`src/rtl/ps2_scan_ctrl.sv`:
```
// PS/2 scan-code decoder: folds E0/F0 prefixes into key events, queues them
// in a small FIFO, tracks the last two make codes for a hex display, and
// counts rejected bytes.
module ps2_scan_ctrl #(
    parameter int unsigned DEPTH   = 4,
    parameter int unsigned TIMEOUT = 1000000
) (
    input  logic       clk,
    input  logic       rst,
    input  logic       byte_valid,
    input  logic [7:0] byte_data,
    input  logic       byte_err,
    output logic       evt_valid,
    input  logic       evt_ready,
    output logic [7:0] evt_code,
    output logic       evt_ext,
    output logic       evt_break,
    output logic [7:0] disp_code0,
    output logic [7:0] disp_code1,
    output logic       overflow,
    output logic [7:0] err_cnt
);

    localparam int unsigned AW = (DEPTH > 1) ? $clog2(DEPTH) : 1;
    localparam int unsigned CW = AW + 1;
    localparam int unsigned TW = $clog2(TIMEOUT + 1);

    localparam logic [7:0] CODE_EXT = 8'hE0;
    localparam logic [7:0] CODE_BRK = 8'hF0;

    typedef enum logic [1:0] {
        S_IDLE    = 2'd0,
        S_EXT     = 2'd1,
        S_BRK     = 2'd2,
        S_EXT_BRK = 2'd3
    } state_t;

    typedef struct packed {
        logic       ext;
        logic       brk;
        logic [7:0] code;
    } evt_t;

    state_t          state_q, state_d;
    logic [TW-1:0]   tmo_q, tmo_d;
    logic            good, bad;
    logic            emit, emit_ext, emit_brk;

    evt_t            mem_q [DEPTH];
    evt_t            mem_d [DEPTH];
    logic [AW-1:0]   wr_ptr_q, wr_ptr_d;
    logic [AW-1:0]   rd_ptr_q, rd_ptr_d;
    logic [CW-1:0]   count_q, count_d;
    logic            push, pop, full;
    evt_t            head_q, head_d;
    logic            evt_valid_q, evt_valid_d;
    logic [7:0]      disp0_q, disp0_d;
    logic [7:0]      disp1_q, disp1_d;
    logic            ovf_q, ovf_d;
    logic [7:0]      err_q, err_d;

    // Prefix decoder and idle timeout: next state, emit request, error strobe
    always_comb begin
        state_d  = state_q;
        tmo_d    = tmo_q;
        emit     = 1'b0;
        emit_ext = 1'b0;
        emit_brk = 1'b0;
        good     = byte_valid && !byte_err && (byte_data != 8'h00) && (byte_data != 8'hFF);
        bad      = byte_valid && !good;

        if (byte_valid) begin
            tmo_d = '0;
            if (bad) begin
                state_d = S_IDLE;
            end else begin
                unique case (state_q)
                    S_IDLE: begin
                        if (byte_data == CODE_EXT)      state_d = S_EXT;
                        else if (byte_data == CODE_BRK) state_d = S_BRK;
                        else                            emit = 1'b1;
                    end
                    S_EXT: begin
                        if (byte_data == CODE_BRK) state_d = S_EXT_BRK;
                        else if (byte_data != CODE_EXT) begin
                            emit     = 1'b1;
                            emit_ext = 1'b1;
                            state_d  = S_IDLE;
                        end
                    end
                    S_BRK: begin
                        if (byte_data == CODE_EXT) state_d = S_EXT_BRK;
                        else if (byte_data != CODE_BRK) begin
                            emit     = 1'b1;
                            emit_brk = 1'b1;
                            state_d  = S_IDLE;
                        end
                    end
                    S_EXT_BRK: begin
                        if ((byte_data != CODE_EXT) && (byte_data != CODE_BRK)) begin
                            emit     = 1'b1;
                            emit_ext = 1'b1;
                            emit_brk = 1'b1;
                            state_d  = S_IDLE;
                        end
                    end
                    default: state_d = S_IDLE;
                endcase
            end
        end else if (state_q != S_IDLE) begin
            // A stalled prefix is abandoned silently; it is not a byte error
            if (tmo_q + TW'(1) == TW'(TIMEOUT)) begin
                state_d = S_IDLE;
                tmo_d   = '0;
            end else begin
                tmo_d = tmo_q + TW'(1);
            end
        end else begin
            tmo_d = '0;
        end
    end

    // Decoder state register
    always_ff @(posedge clk or posedge rst) begin
        if (rst) begin
            state_q <= S_IDLE;
            tmo_q   <= '0;
        end else begin
            state_q <= state_d;
            tmo_q   <= tmo_d;
        end
    end

    // Event FIFO, display shift register, sticky overflow, saturating error count
    always_comb begin
        pop      = evt_valid_q && evt_ready;
        full     = (count_q == CW'(DEPTH));
        push     = emit && (!full || pop);
        ovf_d    = ovf_q | (emit && full && !pop);
        mem_d    = mem_q;
        wr_ptr_d = wr_ptr_q;
        rd_ptr_d = rd_ptr_q;
        count_d  = count_q;
        disp0_d  = disp0_q;
        disp1_d  = disp1_q;
        err_d    = err_q;

        if (push) begin
            mem_d[wr_ptr_q] = '{ext: emit_ext, brk: emit_brk, code: byte_data};
            wr_ptr_d        = wr_ptr_q + AW'(1);
        end
        if (pop) begin
            rd_ptr_d = rd_ptr_q + AW'(1);
        end
        if (push && !pop)      count_d = count_q + CW'(1);
        else if (!push && pop) count_d = count_q - CW'(1);

        // Head is taken from the post-write array, so a push into an empty
        // FIFO shows up one cycle later and never bypasses combinationally
        evt_valid_d = (count_d != '0);
        head_d      = evt_valid_d ? mem_d[rd_ptr_d] : '0;

        // The display follows every make event, even one the FIFO drops
        if (emit && !emit_brk) begin
            disp1_d = disp0_q;
            disp0_d = byte_data;
        end

        if (bad && (err_q != 8'hFF)) begin
            err_d = err_q + 8'd1;
        end
    end

    // Datapath registers
    always_ff @(posedge clk or posedge rst) begin
        if (rst) begin
            for (int i = 0; i < int'(DEPTH); i++) mem_q[i] <= '0;
            wr_ptr_q    <= '0;
            rd_ptr_q    <= '0;
            count_q     <= '0;
            head_q      <= '0;
            evt_valid_q <= 1'b0;
            disp0_q     <= 8'h00;
            disp1_q     <= 8'h00;
            ovf_q       <= 1'b0;
            err_q       <= 8'h00;
        end else begin
            mem_q       <= mem_d;
            wr_ptr_q    <= wr_ptr_d;
            rd_ptr_q    <= rd_ptr_d;
            count_q     <= count_d;
            head_q      <= head_d;
            evt_valid_q <= evt_valid_d;
            disp0_q     <= disp0_d;
            disp1_q     <= disp1_d;
            ovf_q       <= ovf_d;
            err_q       <= err_d;
        end
    end

    assign evt_valid  = evt_valid_q;
    assign evt_code   = head_q.code;
    assign evt_ext    = head_q.ext;
    assign evt_break  = head_q.brk;
    assign disp_code0 = disp0_q;
    assign disp_code1 = disp1_q;
    assign overflow   = ovf_q;
    assign err_cnt    = err_q;

endmodule

```
`config.mk`:
```
export PLATFORM = sky130hd
export DESIGN_NAME = ps2_scan_ctrl
export DESIGN_NICKNAME = d
export VERILOG_FILES = /design/src/rtl/ps2_scan_ctrl.sv
export SDC_FILE = /design/constraint.sdc
export NUM_CORES = 1
export LEC_CHECK = 0
export CAP_MARGIN = 5
export CORE_ASPECT_RATIO = 2
export CORE_MARGIN = 2
export CORE_UTILIZATION = 30
export DETAILED_ROUTE_END_ITERATION = 16
export SETUP_SLACK_MARGIN = 0.05
export SYNTH_ARGS = -nofsm -noshare
export SYNTH_HDL_FRONTEND = slang
export SYNTH_SLANG_ARGS = --single-unit
```
`constraint.sdc`:
```
create_clock -name clk -period 3.52 [get_ports clk]
set_input_delay 0.352 -clock clk [delete_from_list [all_inputs] [get_ports clk]]
set_output_delay 0.352 -clock clk [all_outputs]
set_load 0.02 [all_outputs]
```
==> summary.md, run 1 <==
| Metric | Value |
|---|---|
| Final Critical Period | `2.90 ns` |
| Syn_area_per_cell | `11.9 um^2` |
| Setup Viol. Count Final | `0` |
| Synth cell count leaders | `dfrtp_1 (105), mux2_2 (52), nor2_1 (29)` |
| RSZ-0062 raised after global routing | `false` |
| Final slew viol count | `0` |
| Hold_buf cts | `0` |
| Worst VDD drop | `0.257 mV` |
| Post-route ant nets | `0` |
| Share of layout cells above drive strength 1 | `21.5%` |
| Outcome | `complete, no violations` |
| Number of buffers added on ports | `48` |
| Hold Fails Final Rpt | `0` |
| Die Wd | `96.3 um` |
| Starting density of the core | `30.6%` |
| Slowest cell delay on critical path | `0.55 ns` |
| CP max stage cell | `clkdlybuf4s50_1` |
| Max Buffers Root-to-Sink | `2` |
| Most used DFF post-synth | `dfrtp_1` |
| I/O pin count | `49` |
| CTS root buf | `clkbuf_16` |
| GRT Util Overall | `15.2%` |
| Core Footprint | `16,700 um^2` |
| Max-cap violation count | `0` |
| Slew margin rel. | `27.5%` |
| Startpoint Class | `input port` |
| Post-DR vias/cell | `5.21` |
| Crit-path leading delay family | `simple AND/OR/NAND/NOR gates` |
| FFs w/ async S/R, synth | `100%` |
| DP HPWL | `9290 um` |
| Setup CP Type | `in2reg` |
| Antenna diode count | `0` |
| Mapped Cells | `430` |
| Post-synthesis compound-gate area fraction | `9.12%` |
| Mux share of post-synthesis cell area | `12.8%` |
| Worst Hold Class | `in2async` |
| Post-layout nets | `510` |
| Largest net degree at the start of global routing | `49` |
| Total wire length | `12,600 um` |
| Worst Tran Pin Value | `1.08 ns` |
| H-tree depth | `3` |
| Filler cells | `1,615` |
| Drt pass-1 iters | `6` |
| Routability cong. | `0.833` |
| P&R area growth vs syn | `21.2%` |
| TNS Setup | `0 ns` |
| # resized after CTS | `0` |
| Height of the die | `189 um` |
| CP endpoint kind | `flip-flop` |
| Fraction of the mapped netlist area in adder cells | `2.21%` |
| Synth area leaders | `dfrtp_1 (51%), mux2_2 (11%), xnor2_1 (3.1%)` |
| Latest clock arrival within the worst-skew pair | `0.36 ns` |
| Largest family of logic cells by synthesized area | `simple AND/OR/NAND/NOR gates` |
| Cell with the most instances after synthesis | `dfrtp_1` |
| Fin util | `37.1%` |
| Synth Register Bits | `105` |
| DRC errors left | `0` |
| XOR/XNOR share of the synthesized area | `4.80%` |
| CTS tree | `done` |
| Number of synthesized flops with an enable pin | `0` |
| Global-route wire length before repair | `20,600 um` |
| Unique masters post-synth | `58` |
| CP max FO | `11` |
| Total leakage power | `0.00251 uW` |
| Synth top area share | `51.5%` |
| R2r setup slk | `0.67 ns` |
| Row count | `67` |
| DR WL/cell | `18.0 um` |
| Buffers & Inverters on Critical Path | `2` |
| Initial antenna violation count | `0` |
| CTS Buf Count | `9` |
| Remaining Overflow, GRT | `0` |
| Initial drt markers | `161` |
| Clock skew | `0.00842 ns` |
| Pwr dens | `754 nW/um^2` |
| Area leader, netlist | `dfrtp_1` |
| CP required | `3.74 ns` |
| CTS clk-pin slew, worst paths | `0.07 ns` |
| Total Die Area | `18,100 um^2` |
| Post-Synth Simple-Gate Area | `16.6%` |
| Critical path arrival | `3.12 ns` |
| Synth Warn # | `0` |
| Max Freq | `345 MHz` |
| Clk sinks | `105` |
| Cell Area, Synth | `5110 um^2` |
| Critical-path cell list | `clkdlybuf4s50_1 -> nor4_2 -> o21ai_1 -> and4_1 -> or4_1 -> a32oi_1 -> buf_4 -> a2111oi_2` |
| Post-CTS setup buffers | `0` |
| Vias in the first global route | `3,908` |
| Net Count, Synth | `452` |
| Final worst-path cycle share | `82.4%` |
| Vias after detailed routing | `3,647` |
| Sequential fraction of the synthesis area | `51.5%` |
[worst paths after layout]
check	depth (start not counted)	startpoint	end
max in group asynchronous	3	rst	mem_q[19]
max reg2reg	7	count_q[0]	evt_code[6]
min	2	rst	mem_q[27]
min reg2reg	1	overflow	overflow
min in group clk	1	overflow	overflow
max	8	byte_data[4]	evt_ext
[where the power goes]
group | switching (uW) | total (uW) | internal, uW
sequential | 209 | 1810 | 1600
clock | 470 | 1020 | 554
combinational | 947 | 1840 | 888
[worst reg2reg max path: cells and delay by family (launching register included)]
family,cells,cell delay [ns]
multiplexers,1,0.43
AO/OA/AOI/OAI,1,0.33
AND/OR/NAND/NOR,3,1.20
adder cells (fa/ha/maj),1,0.24
buffers and inverters,1,0.09
flip-flops,1,0.44
[cells by family after synthesis]
family,count (synthesis)
AND/OR/NAND/NOR,137
multiplexers,58
XOR/XNOR,28
AO/OA/AOI/OAI,60
flip-flops,105
buffers and inverters,33
adder cells (fa/ha/maj),9
[flip-flops by register name, indices dropped and copies added, names as in the netlist]
register    cells
rd_ptr_q        2
evt_ext         1
evt_break       1
overflow        1
state_q         2
evt_valid       1
evt_code        8
tmo_q          20
count_q         3
disp_code1      8
mem_q          40
err_cnt         8
disp_code0      8
wr_ptr_q        2
[final cells by class]
class	instances	area, um^2	share of cell area (%)
flip-flops and latches	105	2630	42.4
multi-input cells	292	2340	37.8
repair buffers	66	616	9.95
well taps	207	259	4.18
clock buffers	10	229	3.70
clock inverters	6	66.3	1.07
inverters	14	55.1	0.889
[cell usage in the layout, fill, tap and decap left out, drive strengths merged, types with 3 or more instances in the layout]
master / n
dfrtp: 105
mux2: 54
clkdlybuf4s50: 48
nor2: 30
nand2: 22
xnor2: 18
buf: 18
inv: 14
nand3: 12
o21ai: 12
nor4: 12
xor2: 10
nand4: 10
o32ai: 10
clkbuf: 10
ha: 9
and3: 9
o32a: 8
nor3b: 8
nor3: 7
and4: 7
and2: 6
a21oi: 6
a31oi: 5
mux2i: 4
nand2b: 3
or3: 3
clkinvlp: 3
a2111oi: 3
[per-stage QoR]
| step | power [uW] | setup slack [ns] | cell area, um^2 | std cells | hold WS [ns] |
|---|---|---|---|---|---|
| after floorplan | 2990 | 0.407 | 5110 | 430 | 0.450 |
| after global placement | 3600 | 0.315 | 5890 | 684 | 0.460 |
| after detailed placement | 3680 | 0.271 | 5890 | 684 | 0.467 |
| after CTS | 4710 | 0.611 | 6190 | 700 | 0.458 |
| after global routing | 4940 | 0.426 | 6190 | 700 | 0.489 |
| final | 4670 | 0.620 | 6190 | 700 | 0.436 |
[routing by layer]
layer,up-vias,routed length (um),share of wire (%),GRT usage (%)
met5,-,0,0,0
met4,0,533,4.2,7.86
met3,28,328,2.6,2.72
met2,79,6990,55,27.0
met1,1846,4760,38,16.5
li1,1694,-,-,-
Power figures use the tool's default switching activity.
==> run 2: changes to the inputs <==
Clock period 3.52 ns to 2.35 ns, I/O delays scaled along.
==> run 2 against run 1 <==
Effect of this change: power is 62% higher; clock power increased by 56%; clock skew down 0.0025 ns; sequential cell count unchanged; sequential share of layout area is 4.8 points lower; register-to-register slack worse by 0.59 ns; global-route usage increased by 0.32 points; non-clock buffer count is 64 higher; utilization is 4.9 points higher; via count grew 5.2%; critical path type is now reg2reg; first-iteration DRC count grew 7.5%; die area unchanged.
==> summary.md, run 2 (same netlist as run 1, synthesis figures left out) <==
| Metric | Value |
|---|---|
| Row count | `67` |
| CP endpoint kind | `flip-flop` |
| Post-DR vias/cell | `5.02` |
| CP required | `2.58 ns` |
| Post-route ant nets | `0` |
| Drt pass-1 iters | `4` |
| Number of buffers added on ports | `48` |
| Die Wd | `96.3 um` |
| Hold Fails Final Rpt | `0` |
| Max Freq | `440 MHz` |
| Post-route cell area | `7000 um^2` |
| Slowest cell delay on critical path | `0.40 ns` |
| Remaining Overflow, GRT | `0` |
| Setup Viol. Count Final | `0` |
| Max reg flops | `40` |
| R2r startpoint | `count_q[0]` |
| Hold_buf cts | `0` |
| Final slew viol count | `0` |
| Critical path arrival | `2.50 ns` |
| Crit-path leading delay family | `simple AND/OR/NAND/NOR gates` |
| H-tree depth | `3` |
| P&R area growth vs syn | `37.1%` |
| GRT Util Overall | `15.5%` |
| Max Buffers Root-to-Sink | `2` |
| Total leakage power | `0.00292 uW` |
| Final Non-Filler Cells | `764` |
| Final Critical Period | `2.27 ns` |
| Largest registers | `mem_q: 40 flops, tmo_q: 20 flops` |
| WHS | `0.319 ns` |
| Global-route wire length before repair | `21,300 um` |
| Clock skew | `0.00587 ns` |
| Filler cells | `1,540` |
| Initial drt markers | `173` |
| Vias in the first global route | `4,071` |
| Outcome | `complete, no violations` |
| Worst VDD drop | `0.408 mV` |
| DP HPWL | `9330 um` |
| Final worst-path cycle share | `96.6%` |
| Register with the most flip-flops | `mem_q` |
| R2r setup slk | `0.08 ns` |
| Startpoint Class | `flip-flop` |
| I/O pin count | `49` |
| Height of the die | `189 um` |
| CTS Buf Count | `9` |
| Area after DPL | `6350 um^2` |
| Worst Tran Pin Value | `0.507 ns` |
| Critical-path cell list | `inv_2 -> ha_4 -> and3_4 -> nor4_4 -> clkbuf_16 -> mux2_4 -> o32a_1 -> nor3b_2` |
| Pwr dens | `1080 nW/um^2` |
| Buffers & Inverters on Critical Path | `2` |
| Largest net degree at the start of global routing | `65` |
| TNS Setup | `0 ns` |
| CTS tree | `done` |
| Post-layout nets | `574` |
| DP Cell Count | `732` |
| Routability cong. | `0.847` |
| CTS clk-pin slew, worst paths | `0.07 ns` |
| Latest clock arrival within the worst-skew pair | `0.35 ns` |
| Total Die Area | `18,100 um^2` |
| DP Worst Slack | `-0.685 ns` |
| Core Footprint | `16,700 um^2` |
| Vias after detailed routing | `3,835` |
| Worst r2r path cells | `8` |
| DR WL/cell | `17.4 um` |
| Antenna diode count | `0` |
| CTS root buf | `clkbuf_16` |
| Slew margin rel. | `66.2%` |
| DRC errors left | `0` |
| RSZ-0062 raised after global routing | `true` |
| Initial antenna violation count | `0` |
| CP max stage cell | `nor4_4` |
| Clk sinks | `105` |
| Share of layout cells above drive strength 1 | `36.8%` |
| Setup CP Type | `reg2reg` |
| CP max FO | `5` |
| Worst Hold Class | `in2async` |
| Commonest cells after routing, fill and taps aside | `dfrtp_1 (101), buf_4 (72), mux2_2 (44), clkdlybuf4s50_1 (40), nor2_1 (29)` |
| Total wire length | `13,300 um` |
| Starting density of the core | `30.6%` |
| Worst R2R End | `evt_code[6]` |
| Max-cap violation count | `0` |
| Most common cell after layout, fill and taps aside | `dfrtp_1` |
| Final WS setup | `0.0791 ns` |
run 2: worst max-delay path by stage:
stage                            start       endpoint  slack, ns  cells after the start
after floorplan             count_q[0]    evt_code[6]      -0.02                      8
final                       count_q[0]    evt_code[6]       0.08                      8
after global placement    byte_data[5]    evt_code[5]      -0.66                     10
after global routing        count_q[1]    evt_code[6]     -0.008                      8
after detailed placement  byte_data[5]  disp_code1[7]      -0.69                      7
after CTS                     tmo_q[3]       tmo_q[9]       0.04                      8
run 2: stage by stage:
stage	total power, uW	utilization (%)
detailed placement	5710	38.1
finish	7580	42.0
CTS	7470	40.8
global route	8010	42.0
global placement	5630	38.1
floorplan	4500	-
run 2: power breakdown:
part | internal (uW) | total (uW) | switching, uW
sequential | 2390 | 2710 | 317
clock | 850 | 1590 | 737
combinational | 1710 | 3280 | 1570
total | 4950 | 7580 | 2620
run 2: layer usage:
metal  part of all wire, %  routed length [um]  vias up  GRT usage, %
li1                      -                   -     1823             -
met4                   3.3                 441        0          7.25
met3                   2.0                 266       25          2.16
met1                    38                5030     1932          17.0
met5                     0                   0        -             0
met2                    57                7550       55          28.2
run 2: final cells by class:
type | instances | area, um^2 | area share, %
Sequential cell | 105 | 2630 | 37.6
Clock buffer | 9 | 225 | 3.22
Timing Repair Buffer | 130 | 1200 | 17.1
Multi-Input combinational cell | 292 | 2540 | 36.3
Inverter | 14 | 56.3 | 0.804
Clock inverter | 7 | 86.3 | 1.23
Tap cell | 207 | 259 | 3.70
run 2: worst register-to-register path: stages, from the launching register on:
cell	delay (ns)
dfrtp_1	0.37
inv_2	0.06
ha_4	0.16
and3_4	0.19
nor4_4	0.40
clkbuf_16	0.25
mux2_4	0.31
o32a_1	0.27
nor3b_2	0.15
run 2: repair_timing:
action	in CTS	in global routing
setup buffers	7	8
pin swaps	4	14
gates resized for setup	28	33
endpoints found under the setup margin	55	19
hold endpoints to repair	0	0
cloned	1	0
==> run 3: changes to the inputs <==
Settings changed: CORE_ASPECT_RATIO 2 to not set.
==> run 3 against run 2 <==
Effect of this change: combinational power down 7.3%; maximum frequency fell by 0.28%; critical path type is now in2reg; largest cell class unchanged; non-clock buffer count decreased by 6; critical endpoint is now evt_code[3]; worst setup slack lost 0.0063 ns.
==> summary.md, run 3 (same netlist as run 1, synthesis figures left out) <==
| Metric | Value |
|---|---|
| Antenna diode count | `0` |
| CTS root buf | `clkbuf_16` |
| Switching power | `2480 uW` |
| Latest clock arrival within the worst-skew pair | `0.35 ns` |
| Switching part of the total | `34.5%` |
| Clk sinks | `105` |
| GRT Util Overall | `14.1%` |
| Die Wd | `134 um` |
| CTS clk-pin slew, worst paths | `0.07 ns` |
| CTS Buf Count | `9` |
| Initial drt markers | `163` |
| Max Buffers Root-to-Sink | `2` |
| Largest net degree at the start of global routing | `37` |
| Starting density of the core | `30.8%` |
| DP HPWL | `8960 um` |
| CP Depth | `9` |
| Final slew viol count | `0` |
| Setup Viol. Count Final | `0` |
| Drt pass-1 iters | `4` |
| Post-route ant nets | `0` |
| Max Freq | `439 MHz` |
| Register with the most flip-flops | `mem_q` |
| Outcome | `complete, no violations` |
| Most common cell after layout, fill and taps aside | `dfrtp_1` |
| Worst R2R End | `evt_code[3]` |
| Core Footprint | `16,600 um^2` |
| CP required | `2.58 ns` |
| Final Non-Filler Cells | `770` |
| Critical-path cell list | `clkdlybuf4s50_1 -> buf_4 -> and4_4 -> nor4_4 -> buf_4 -> clkbuf_16 -> mux2_2 -> o32a_1 -> nor3b_1` |
| R2r startpoint | `count_q[1]` |
| Vias in the first global route | `3,914` |
| Worst r2r path cells | `9` |
| Crit-path leading delay family | `buffers and inverters` |
| DP Cell Count | `744` |
| Global-route wire length before repair | `20,100 um` |
| Internal | `4710 uW` |
| Setup CP Type | `in2reg` |
| Top sig layer | `met4` |
| Final worst-path cycle share | `96.9%` |
| Hold Fails Final Rpt | `0` |
| Startpoint Class | `input port` |
| Slowest cell delay on critical path | `0.47 ns` |
| CP max FO | `9` |
| Comb pwr share | `42.2%` |
| Slew margin rel. | `65.0%` |
| Clock share of power | `20.2%` |
| Post-DR vias/cell | `4.92` |
| Pwr dens | `1050 nW/um^2` |
| Share of layout cells above drive strength 1 | `33.3%` |
| Number of buffers added on ports | `48` |
| H-tree depth | `3` |
| Commonest cells after routing, fill and taps aside | `dfrtp_1 (101), buf_4 (67), mux2_2 (51), clkdlybuf4s50_1 (41), nor2_1 (29)` |
| Sequential share of power | `37.6%` |
| Total leakage power | `0.00291 uW` |
| Worst Tran Pin Value | `0.523 ns` |
| Max-cap violation count | `0` |
| DR WL/cell | `16.1 um` |
| P&R area growth vs syn | `34.4%` |
| Critical path arrival | `2.51 ns` |
| Fin util | `41.4%` |
| Most used cell, CP | `buf_4` |
| RSZ-0062 raised after global routing | `true` |
| Remaining Overflow, GRT | `0` |
| Buffers & Inverters on Critical Path | `4` |
| Hold_buf cts | `0` |
| Height of the die | `134 um` |
| CTS tree | `done` |
| WL met1 | `5800 um` |
| Worst Hold Class | `in2async` |
| I/O pin count | `49` |
| Worst VDD drop | `0.385 mV` |
| Clock skew | `0.00811 ns` |
| CP max stage cell | `clkdlybuf4s50_1` |
| Initial antenna violation count | `0` |
| Largest registers | `mem_q: 40 flops, tmo_q: 20 flops` |
| Max reg flops | `40` |
| DRC errors left | `0` |
| Routability cong. | `0.848` |
| Total wire length | `12,400 um` |
| Row count | `47` |
| CP endpoint kind | `flip-flop` |
| DR WL met2 | `5950 um` |
| Final Critical Period | `2.28 ns` |
| Total Die Area | `18,100 um^2` |
| R2r setup slk | `0.13 ns` |
| Met3 WL | `315 um` |
| Vias after detailed routing | `3,791` |
| Post-layout nets | `568` |
## run 3: through the flow
| step | TNS, ns | hold slack [ns] | setup slack, ns | total power (uW) | instance area [um^2] |
|---|---|---|---|---|---|
| floorplan | -0.0871 | 0.387 | -0.0236 | 4500 | 5140 |
| global placement | -6.50 | 0.465 | -0.354 | 5570 | 6330 |
| detailed placement | -8.09 | 0.466 | -0.386 | 5660 | 6330 |
| CTS | 0 | 0.285 | 0.0486 | 7160 | 6630 |
| global route | 0 | 0.313 | 0.0237 | 7660 | 6860 |
| finish | 0 | 0.274 | 0.0728 | 7200 | 6860 |
## run 3: cell type report
cell class	instances	area, um^2
Fill cell	1560	9720
Sequential cell	105	2630
Multi-Input combinational cell	292	2470
Timing Repair Buffer	124	1150
Tap cell	220	275
Clock buffer	10	239
Inverter	14	56.3
Clock inverter	5	46.3
## run 3: how the worst max path moves through the flow
stage	slack (ns)	startpoint	end
2_1_floorplan	-0.02	count_q[0]	evt_code[6]
3_3_place_gp	-0.35	byte_data[2]	evt_code[6]
3_5_place_dp	-0.39	byte_data[2]	evt_code[7]
4_1_cts	0.05	count_q[0]	evt_code[6]
5_1_grt	0.02	byte_data[4]	evt_code[6]
6_report	0.07	byte_data[4]	evt_code[3]
## run 3: power groups by stage
stage               Clock, uW  Combinational [uW]  Sequential (uW)
CTS                      1510                2940             2720
floorplan                   0                1580             2920
detailed placement          0                2910             2750
finish                   1450                3040             2710
global route             1590                3280             2790
global placement            0                2840             2730
## run 3: repair_timing
action,in CTS,in global routing
buffers inserted,1,8
gates resized for setup,4,32
endpoints found under the setup margin,11,22
cloned,0,2
pin swaps,1,9
## run 3: routing by layer
layer  vias to the layer above  track usage, %
li1                       1817               -
met1                      1901            19.1
met2                        54            22.5
met3                        19            2.44
met4                         0            5.61
met5                         -               0
